===== config.mk =====
export PLATFORM = sky130hd
export DESIGN_NAME = led_sequencer
export DESIGN_NICKNAME = d
export VERILOG_FILES = /design/src/rtl/led_seq_pkg.sv /design/src/rtl/led_seq_prescaler.sv /design/src/rtl/led_sequencer.sv
export SDC_FILE = /design/constraint.sdc
export NUM_CORES = 1
export LEC_CHECK = 0
export BUFFER_PORTS_ARGS = -buffer_cell sky130_fd_sc_hd__buf_2
export CAP_MARGIN = 20
export CELL_PAD_IN_SITES_DETAIL_PLACEMENT = 1
export CELL_PAD_IN_SITES_GLOBAL_PLACEMENT = 1
export CORE_AREA = 2 2 72 74
export DETAILED_ROUTE_END_ITERATION = 12
export DIE_AREA = 0 0 74 76
export PLACE_DENSITY_LB_ADDON = 0.12
export SETUP_SLACK_MARGIN = 0.15
export SLEW_MARGIN = 5
export SYNTH_ARGS = -nofsm -noshare
export SYNTH_HDL_FRONTEND = slang
export SYNTH_HIERARCHICAL = 1
export SYNTH_SLANG_ARGS = --single-unit

===== constraint.sdc =====
create_clock -name clock -period 4.4 [get_ports clock]
set_input_delay 0 -clock clock [delete_from_list [all_inputs] [get_ports clock]]
set_output_delay 0 -clock clock [all_outputs]
set_load 0.1 [all_outputs]

===== src/rtl/led_seq_pkg.sv =====
// Shared definitions for the LED sequencer: register map, CTRL bit
// positions, FSM state encoding and the DUTY reset value.
package led_seq_pkg;

  // Register addresses
  localparam logic [1:0] ADDR_CTRL    = 2'd0;
  localparam logic [1:0] ADDR_PATTERN = 2'd1;
  localparam logic [1:0] ADDR_PERIOD  = 2'd2;
  localparam logic [1:0] ADDR_DUTY    = 2'd3;

  // CTRL bit positions
  localparam int CTRL_MANUAL = 0;
  localparam int CTRL_MODE   = 1;
  localparam int CTRL_REPEAT = 2;
  localparam int CTRL_START  = 3;
  localparam int CTRL_BUSY   = 4;

  // DUTY reset value: fully on, so PWM gating is transparent after reset
  localparam logic [7:0] DUTY_RESET = 8'hFF;

  // Pattern engine state
  typedef enum logic {
    ST_IDLE = 1'b0,
    ST_RUN  = 1'b1
  } state_t;

endpackage


===== src/rtl/led_seq_prescaler.sv =====
// Step-rate prescaler: counts 0..PRESCALE-1 while enabled and raises a
// one-cycle tick on the terminal count. Dropping enable for one cycle
// returns the count to 0, which is how the sequencer restarts a step.
module led_seq_prescaler #(
  parameter int PRESCALE = 1000
) (
  input  logic clock,
  input  logic reset,
  input  logic enable,
  output logic tick
);

  localparam int CW = (PRESCALE > 1) ? $clog2(PRESCALE) : 1;
  localparam logic [CW-1:0] CNT_MAX = CW'(PRESCALE - 1);

  logic [CW-1:0] cnt_reg;

  // Count while enabled, wrap on terminal count, hold at 0 otherwise
  always_ff @(posedge clock) begin
    if (reset || !enable) begin
      cnt_reg <= '0;
    end else if (cnt_reg == CNT_MAX) begin
      cnt_reg <= '0;
    end else begin
      cnt_reg <= cnt_reg + 1'b1;
    end
  end

  assign tick = enable && (cnt_reg == CNT_MAX);

endmodule


===== src/rtl/led_sequencer.sv =====
// Status LED controller: manual level or an 8-step pattern played at a
// programmable step rate, once or repeating, behind a cs/write register bus.
// Optional PWM brightness gating is built when LED_SEQ_PWM_EN is defined;
// without it, address 3 reads 0 and ignores writes.
module led_sequencer
  import led_seq_pkg::*;
#(
  parameter int PRESCALE = 1000
) (
  input  logic       clock,
  input  logic       reset,
  input  logic       cs,
  input  logic       write,
  input  logic [1:0] address,
  input  logic [7:0] data_in,
  output logic [7:0] data_out,
  output logic       led
);

  // Programmer-visible registers
  logic       manual_reg;
  logic       mode_reg;
  logic       repeat_reg;
  logic [7:0] pattern_reg;
  logic [7:0] period_reg;

  // Pattern engine state
  state_t     state_reg, state_next;
  logic [2:0] index_reg, index_next;
  logic [7:0] step_cnt_reg, step_cnt_next;

  logic       led_reg;
  logic       led_source;
  logic       led_gate;

  // Bus decode
  logic ctrl_wr, pattern_wr, period_wr;
  logic restart_req, abort_req;
  logic pre_enable, pre_tick;

  assign ctrl_wr    = cs && write && (address == ADDR_CTRL);
  assign pattern_wr = cs && write && (address == ADDR_PATTERN);
  assign period_wr  = cs && write && (address == ADDR_PERIOD);

  // START only counts when the same write also selects pattern mode;
  // any CTRL write that clears MODE aborts a running pattern.
  assign restart_req = ctrl_wr && data_in[CTRL_MODE] && data_in[CTRL_START];
  assign abort_req   = ctrl_wr && !data_in[CTRL_MODE];

  // Prescaler runs only in RUN; a start or abort clears it on that edge
  assign pre_enable = (state_reg == ST_RUN) && !restart_req && !abort_req;

  led_seq_prescaler #(
    .PRESCALE(PRESCALE)
  ) u_prescaler (
    .clock (clock),
    .reset (reset),
    .enable(pre_enable),
    .tick  (pre_tick)
  );

  // Register file writes (START is a strobe and is never stored)
  always_ff @(posedge clock) begin
    if (reset) begin
      manual_reg  <= 1'b0;
      mode_reg    <= 1'b0;
      repeat_reg  <= 1'b0;
      pattern_reg <= 8'h00;
      period_reg  <= 8'h00;
    end else begin
      if (ctrl_wr) begin
        manual_reg <= data_in[CTRL_MANUAL];
        mode_reg   <= data_in[CTRL_MODE];
        repeat_reg <= data_in[CTRL_REPEAT];
      end
      if (pattern_wr) begin
        pattern_reg <= data_in;
      end
      if (period_wr) begin
        period_reg <= data_in;
      end
    end
  end

  // FSM state, step index and step counter registers
  always_ff @(posedge clock) begin
    if (reset) begin
      state_reg    <= ST_IDLE;
      index_reg    <= 3'd0;
      step_cnt_reg <= 8'd0;
    end else begin
      state_reg    <= state_next;
      index_reg    <= index_next;
      step_cnt_reg <= step_cnt_next;
    end
  end

  // Next-state logic: start/restart, abort, and step advance on prescaler tick
  always_comb begin
    state_next    = state_reg;
    index_next    = index_reg;
    step_cnt_next = step_cnt_reg;
    case (state_reg)
      ST_IDLE: begin
        if (restart_req) begin
          state_next    = ST_RUN;
          index_next    = 3'd0;
          step_cnt_next = 8'd0;
        end
      end
      ST_RUN: begin
        if (abort_req) begin
          state_next    = ST_IDLE;
          index_next    = 3'd0;
          step_cnt_next = 8'd0;
        end else if (restart_req) begin
          index_next    = 3'd0;
          step_cnt_next = 8'd0;
        end else if (pre_tick) begin
          if (step_cnt_reg == period_reg) begin
            // End of step; the counter free-wraps at 255 if PERIOD was
            // lowered below the current count mid-step.
            step_cnt_next = 8'd0;
            index_next    = index_reg + 3'd1;
            if (index_reg == 3'd7 && !repeat_reg) begin
              state_next = ST_IDLE;
            end
          end else begin
            step_cnt_next = step_cnt_reg + 8'd1;
          end
        end
      end
      default: begin
        state_next    = ST_IDLE;
        index_next    = 3'd0;
        step_cnt_next = 8'd0;
      end
    endcase
  end

  // LED source: pattern bit while running, else manual level (0 in pattern mode)
  always_comb begin
    led_source = 1'b0;
    if (state_reg == ST_RUN) begin
      led_source = pattern_reg[index_reg];
    end else if (!mode_reg) begin
      led_source = manual_reg;
    end
  end

`ifdef LED_SEQ_PWM_EN
  logic [7:0] duty_reg;
  logic [7:0] pwm_cnt_reg;

  // DUTY register and free-running PWM counter
  always_ff @(posedge clock) begin
    if (reset) begin
      duty_reg    <= DUTY_RESET;
      pwm_cnt_reg <= 8'd0;
    end else begin
      pwm_cnt_reg <= pwm_cnt_reg + 8'd1;
      if (cs && write && (address == ADDR_DUTY)) begin
        duty_reg <= data_in;
      end
    end
  end

  // 255 is treated as fully on rather than 255/256
  assign led_gate = (pwm_cnt_reg < duty_reg) || (duty_reg == 8'hFF);
`else
  assign led_gate = 1'b1;
`endif

  // Output register for the LED pin
  always_ff @(posedge clock) begin
    if (reset) begin
      led_reg <= 1'b0;
    end else begin
      led_reg <= led_source && led_gate;
    end
  end

  assign led = led_reg;

  // Combinational read mux, zero when not selected
  always_comb begin
    data_out = 8'h00;
    if (cs) begin
      case (address)
        ADDR_CTRL: begin
          data_out[CTRL_MANUAL] = manual_reg;
          data_out[CTRL_MODE]   = mode_reg;
          data_out[CTRL_REPEAT] = repeat_reg;
          data_out[CTRL_BUSY]   = (state_reg == ST_RUN);
        end
        ADDR_PATTERN: data_out = pattern_reg;
        ADDR_PERIOD:  data_out = period_reg;
`ifdef LED_SEQ_PWM_EN
        ADDR_DUTY:    data_out = duty_reg;
`else
        ADDR_DUTY:    data_out = 8'h00;
`endif
        default:      data_out = 8'h00;
      endcase
    end
  end

endmodule


==> run metrics, run 1 <==
CP startpoint kind flop; Final TNS setup 0 ns; CTS sink count 42; most frequent cells in the layout dfxtp_1 (42), nor2_1 (37), buf_2 (22); Rel. slew slack 52.5%; Core Rows 26; Detail Placement HPWL 3.88 mm; maximum root-to-sink buffer count 2; CTS Buf Count 5; WHS Endpoint pattern_reg[3]$_SDFFE_PP0P_; area grow syn2layout 13.8%; final WL 5.33 mm; FF-to-FF path depth 8; final setup violation count 0; status complete, no violations; DRC errors left 0; Switching Power 0.000173 W; count of cell types in the netlist 42; register area 841 um^2; Clk Latency, worst-skew pair 0.29 ns; global-route wire length before repair 9.14 mm; Least-Margin Pin Slew 0.712 ns; Initial Util 45.0%; Synth Net Count 274; Power Density 280 nW/um^2; DR iter-0 viols 90; asr flop ratio synth 0%; Routed Antenna Nets 0; fillers 600; sw frac 24.5%; EDFF count, synth 0; fmax 492 MHz; worst hold start data_in[3]; commonest non-fill, non-tap cell in the layout dfxtp_1; Antenna diodes 0; All-Layer GR Usage 20.8%; Layout Nets 300; reg2reg setup slack 2.37 ns; Max IR drop VDD 144 uV; vias in the first global route 1856; Post-Syn Area per Cell 8.76 um^2; Worst Hold Depth 3; Gate Count Post-Synth 252; H-tree depth 2; leak pwr 1.04 nW; initial antenna violation count 0; CP required 4.58 ns; placed cells 334; Tcrit/Tclk final 46.2%; port bufs 22; Synth Flop Type dfxtp_1; crit end category flop; core area 4910 um^2; min Tclk post-route 2.03 ns; Ys Warns 6; #FFs+latches synth 42; end of the worst register-to-register path index_reg[1]$_SDFFE_PP0P_; maxcap violations 0; Cell Area, Synth 2210 um^2; Seq/Total Area, Yosys 38.1%; Int Pwr 0.000532 W; Worst Path Arrival 2.21 ns; Final GP Congestion 0.759; CP Max Fanout 8; WL per Instance 15.3 um; WS Path Type reg2reg; I/O pins 23; multi-input logic area 1270 um^2; largest net degree at the start of global routing 35; final cell count without fillers 349; sequential share of power 55.1%; Post CTS Setup Buffer Count 0; layout cells sized above 1 14.3%; Die ar. 5620 um^2; Final Max Tran Viols 0; CTS tree yes; Vias/cell 5.34; share of power burned in the clock network 36.5%; unrepaired setup endpoints after global routing no; GR Overflow Total 0; die span in y 76 um; max reg flops 10; Worst Skew 0.00622 ns; clock root buffer master clkbuf_8; Fin. Hold Viols 0; length of the first detailed-routing pass in iterations 4; Die W 74 um; Clock Pin Slew Worst Setup and Hold Paths 0.08 ns; worst r2r src u_prescaler/cnt_reg[0]$_SDFF_PP0_; Comb pwr share 8.5%; worst hold path type in2reg; via count 1862
logic make-up after synthesis:
logic type,synth area share (%)
AOI/OAI and AO/OA,13.4
xor gates and xnor gates,5.50
adders and majority gates,4.53
buffers and inverters,4.19
DFF,38.1
muxes,9.74
and+or+nand+nor,24.6
synthesized netlist by cell type (6+ instances only):
cell,instances,share of area [%]
dfxtp_1,42,38
nand3_1,18,4.1
mux2i_1,17,7.7
clkbuf_1,6,1.0
xor2_1,8,3.2
ha_1,8,4.5
nor2_1,37,6.3
nor3_1,6,1.4
inv_1,10,1.7
a31oi_1,7,2.0
a22oi_1,7,2.4
a21oi_1,15,3.4
nand2_1,20,3.4
layout make-up:
| type | instances | area share (%) |
|---|---|---|
| well taps | 70 | 3.49 |
| repair buffers | 29 | 7.17 |
| multi-input cells | 190 | 50.7 |
| flip-flops and latches | 42 | 33.5 |
| inverters | 10 | 1.49 |
| clock inverters | 1 | 0.199 |
| clock buffers | 7 | 3.44 |
worst max-delay path by stage:
stage	slack [ns]	startpoint	endpoint	depth (start not counted)
6_report	2.37	u_prescaler/cnt_reg[0]$_SDFF_PP0_	index_reg[1]$_SDFFE_PP0P_	8
5_1_grt	2.10	u_prescaler/cnt_reg[0]$_SDFF_PP0_	index_reg[2]$_SDFFE_PP0P_	8
4_1_cts	2.35	u_prescaler/cnt_reg[0]$_SDFF_PP0_	index_reg[1]$_SDFFE_PP0P_	8
3_5_place_dp	2.32	address[0]	index_reg[1]$_SDFFE_PP0P_	12
3_3_place_gp	2.47	u_prescaler/cnt_reg[0]$_SDFF_PP0_	index_reg[0]$_SDFFE_PP0P_	8
2_1_floorplan	1.54	address[0]	data_out[1]	5
worst max-delay path, stage by stage, from the launching register on:
cell,delay [ns]
dfxtp_1,0.36
ha_1,0.22
and4bb_1,0.26
nand2_1,0.11
nor3_1,0.22
o21ai_1,0.15
and2_1,0.27
nor2_1,0.21
o2bb2ai_1,0.11
power groups by stage:
| stage | registers (W) | clock network, W | logic, W |
|---|---|---|---|
| after floorplan | 0.000397 | 0 | 0.0000359 |
| after global placement | 0.000397 | 0 | 0.0000534 |
| after detailed placement | 0.000397 | 0 | 0.0000547 |
| after CTS | 0.000388 | 0.000267 | 0.0000595 |
| after global routing | 0.000389 | 0.000283 | 0.0000655 |
| final | 0.000388 | 0.000257 | 0.0000597 |
metal layers:
metal	track usage (%)	wire, um
met3	4.76	117
met4	6.00	59
met5	0	0
met2	33.2	2620
met1	27.9	2520
repair_timing:
action,in CTS,in global routing
resized for setup,0,0
endpoints found under the hold margin,14,0
hold buffers,7,0
stage by stage:
| step | hold WS [ns] | setup WS, ns | area [um^2] | power (W) | utilization, % |
|---|---|---|---|---|---|
| after global routing | 0.0284 | 2.10 | 2510 | 0.000738 | 51.1 |
| after global placement | 0.249 | 2.47 | 2350 | 0.000450 | 47.9 |
| after detailed placement | 0.259 | 2.32 | 2350 | 0.000452 | 47.9 |
| final | 0.0325 | 2.37 | 2510 | 0.000705 | 51.1 |
| after CTS | 0.0246 | 2.35 | 2510 | 0.000715 | 51.1 |
| after floorplan | 0.136 | 1.54 | 2210 | 0.000433 | - |
No activity file was read; power rests on OpenSTA's default activity.
==> run 2: changes to the inputs <==
--- a/config.mk
+++ b/config.mk
@@ -5,13 +5,14 @@
 export SDC_FILE = /design/constraint.sdc
 export NUM_CORES = 1
 export LEC_CHECK = 0
+export ABC_AREA = 1
 export BUFFER_PORTS_ARGS = -buffer_cell sky130_fd_sc_hd__buf_2
 export CAP_MARGIN = 20
 export CELL_PAD_IN_SITES_DETAIL_PLACEMENT = 1
 export CELL_PAD_IN_SITES_GLOBAL_PLACEMENT = 1
-export CORE_AREA = 2 2 72 74
+export CORE_AREA = 2 2 77 79
 export DETAILED_ROUTE_END_ITERATION = 12
-export DIE_AREA = 0 0 74 76
+export DIE_AREA = 0 0 79 81
 export PLACE_DENSITY_LB_ADDON = 0.12
 export SETUP_SLACK_MARGIN = 0.15
 export SLEW_MARGIN = 5
==> constraint.sdc (replaced) <==
create_clock -name clock -period 1.93 [get_ports clock]
set_input_delay 0 -clock clock [delete_from_list [all_inputs] [get_ports clock]]
set_output_delay 0 -clock clock [all_outputs]
set_load 0.1 [all_outputs]
==> run metrics, run 2 <==
worst path cell trace nand2_1 > nor2_2 > nand3_2 > nor2_2 > nor2_1 > o21ai_2 > buf_4 > buf_4 > nand2_1 > nand2_1 > nor2_1; top cell type's share of synthesized area 36.8% (-1.3 points); Vias/cell 4.95 (-7.2%); clock root buffer master clkbuf_8; maxcap violations 0 (unchanged); worst hold path type in2reg; Final TNS setup 0 ns (unchanged); DR iter-0 viols 76 (-16%); most frequent cells after synthesis nand2_1 (77), inv_1 (49), dfxtp_1 (42), a21oi_1 (41), nor2_1 (37); #FFs+latches synth 42 (unchanged); CP delay by family, top simple AND/OR/NAND/NOR gates; area grow syn2layout 21.1%; CTS Buf Count 5 (unchanged); FF-to-FF path depth 11 (+3); Worst Skew 0.00920 ns (+0.00298 ns); Post-Syn Area per Cell 6.76 um^2 (-23%); Tcrit/Tclk final 87.3% (+41 points); worst slack at placement 0.0712 ns (-2.25 ns); commonest non-fill, non-tap cell in the layout nand2_1; Max IR drop VDD 420 uV (+190%); min Tclk post-route 1.69 ns (-0.348 ns); asr flop ratio synth 0% (unchanged); PnR worst setup slack 0.244 ns (-2.12 ns); most frequent CP cell nand2_1; length of the first detailed-routing pass in iterations 4 (unchanged); vias in the first global route 2273 (+22%); count leader, synth nand2_1; Yosys top cell by area dfxtp_1; Die ar. 6400 um^2 (+14%); Worst Path Arrival 1.88 ns (-0.33 ns); final WL 6.30 mm (+18%); unrepaired setup endpoints after global routing yes; Die W 79 um (+6.8%); port bufs 22 (unchanged); Power Density 645 nW/um^2 (+130%); GR Overflow Total 0 (unchanged); DRC errors left 0 (unchanged); total design power 0.00179 W (+150%); CP startpoint kind flop; layout cells sized above 1 21.8% (+7.5 points); Core Rows 28 (+7.7%); Detail Placement HPWL 4.78 mm (+23%); CP max-delay cell dfxtp_1; initial antenna violation count 0 (unchanged); placed cell area 2540 um^2 (+8.0%); EDFF count, synth 0 (unchanged); Worst Hold Depth 3 (unchanged); final instance area 2770 um^2 (+10%); reg2reg setup slack 0.24 ns (-2.12 ns); Routed Antenna Nets 0 (unchanged); final cell count without fillers 451 (+29%); Least-Margin Pin Slew 0.727 ns (+0.0149 ns); crit end category flop; WHS Endpoint period_reg[7]$_SDFFE_PP0P_; CTS tree yes; All-Layer GR Usage 21.2% (+0.41 points); global-route wire length before repair 10.6 mm (+16%); end of the worst register-to-register path step_cnt_reg[6]$_SDFFE_PP0P_; Final GP Congestion 0.784 (+3.3%); Final Max Tran Viols 0 (unchanged); Initial Util 40.3% (-4.7 points); final setup violation count 0 (unchanged); Layout Nets 397 (+32%); fmax 593 MHz (+21%); worst hold start data_in[7]; Gate Count Post-Synth 338 (+34%); Seq/Total Area, Yosys 36.8% (-1.3 points); largest net degree at the start of global routing 26 (-26%); WS Path Type reg2reg; CP Max Fanout 5 (-3); Clock Pin Slew Worst Setup and Hold Paths 0.09 ns (about the same); most frequent cells in the layout nand2_1 (74), inv_1 (47), dfxtp_1 (37); worst r2r src u_prescaler/cnt_reg[6]$_SDFF_PP0_; placed cells 437 (+31%); via count 2234 (+20%); die span in y 81 um (+6.6%); core area 5680 um^2 (+16%); Synth Net Count 360 (+31%); CTS sink count 42 (unchanged); maximum root-to-sink buffer count 2 (unchanged); Clk Latency, worst-skew pair 0.30 ns (about the same); I/O pins 23 (unchanged); leak pwr 1.12 nW (+7.5%); top cells by area, synth dfxtp_1 (37%), nand2_1 (13%), a21oi_1 (9.0%), inv_1 (8.0%), o21ai_0 (6.1%); Ys Warns 6 (unchanged); Cell Area, Synth 2290 um^2 (+3.5%); fillers 766 (+28%); Fin. Hold Viols 0 (unchanged); CP required 2.12 ns (-2.46 ns); Antenna diodes 0 (unchanged); count of cell types in the netlist 27 (-36%); crit path buf inv count 2 (+2); max reg flops 10 (unchanged); status complete, no violations; CP peak stage delay 0.36 ns (about the same); Rel. slew slack 51.5% (-1.0 points); Synth Flop Type dfxtp_1; H-tree depth 2 (unchanged); WL per Instance 14.0 um (-8.5%)
## run 2: cell types whose count changed after synthesis, sizes merged, moves of 5 or more
cell,previous run,this run
o21ai,4,29
nor2,37,42
a22oi,7,0
xor2,9,1
mux2i,17,0
a21oi,16,41
nand2,20,80
inv,10,50
a31oi,7,0
## run 2: cells by family after synthesis
group | synth area share (%)
xor+xnor | 1.92
flops | 36.8
fa+ha+maj | 4.38
compound gates | 16.5
buf+inv | 10.6
simple gates | 29.8
## run 2: final cells by class
type,instances,area (um^2),share of cell area [%]
timing repair buffer,38,239,8.63
tap,75,93.8,3.39
sequential,42,852,30.8
clock buffer,6,72.6,2.62
inverter,50,188,6.78
clock inverter,2,37.5,1.36
multi-input combinational,238,1290,46.5
## run 2: metrics by stage
| step | util [%] | hold slack (ns) |
|---|---|---|
| 3_3_place_gp | 44.7 | 0.277 |
| 5_1_grt | 48.8 | 0.0264 |
| 4_1_cts | 47.1 | 0.00597 |
| 3_5_place_dp | 44.7 | 0.271 |
| 2_1_floorplan | - | 0.0691 |
| 6_report | 48.8 | 0.0116 |
## run 2: per-layer routing
layer  wire (um)  up-vias  track usage, %
met3         140       10            3.89
met1        2870     1054            26.6
met5           0        -               0
met2        3180       21            37.5
met4         106        0            6.21
li1            -     1149               -
## run 2: worst max-delay path by stage
stage	endpoint	cells past startpoint	start
finish	step_cnt_reg[6]$_SDFFE_PP0P_	11	u_prescaler/cnt_reg[6]$_SDFF_PP0_
CTS	step_cnt_reg[1]$_SDFFE_PP0P_	11	u_prescaler/cnt_reg[1]$_SDFF_PP0_
detailed placement	step_cnt_reg[2]$_SDFFE_PP0P_	17	address[0]
global route	step_cnt_reg[2]$_SDFFE_PP0P_	12	u_prescaler/cnt_reg[1]$_SDFF_PP0_
floorplan	index_reg[0]$_SDFFE_PP0P_	11	u_prescaler/cnt_reg[0]$_SDFF_PP0_
global placement	step_cnt_reg[2]$_SDFFE_PP0P_	17	address[0]
## run 2: power by group
group,internal (W),switching (W)
registers,0.000880,0.0000149
clock network,0.000386,0.000319
logic,0.0000548,0.000132
## run 2: timing repair
| item | in CTS | in global routing |
|---|---|---|
| hold buffers | 2 | 0 |
| buffers inserted | 0 | 3 |
| gates cloned | 0 | 1 |
| pin swaps | 0 | 10 |
| endpoints found under the hold margin | 2 | 0 |
| endpoints found under the setup margin | 1 | 11 |
| resized for setup | 1 | 25 |
## run 2: worst reg2reg max path: stages (launching register included)
cell and delay [ns]:
dfxtp_1 0.36, nand2_1 0.12, nor2_2 0.15, nand3_2 0.10, nor2_2 0.13, nor2_1 0.06, o21ai_2 0.24, buf_4 0.16
buf_4 0.12, nand2_1 0.05, nand2_1 0.05, nor2_1 0.05
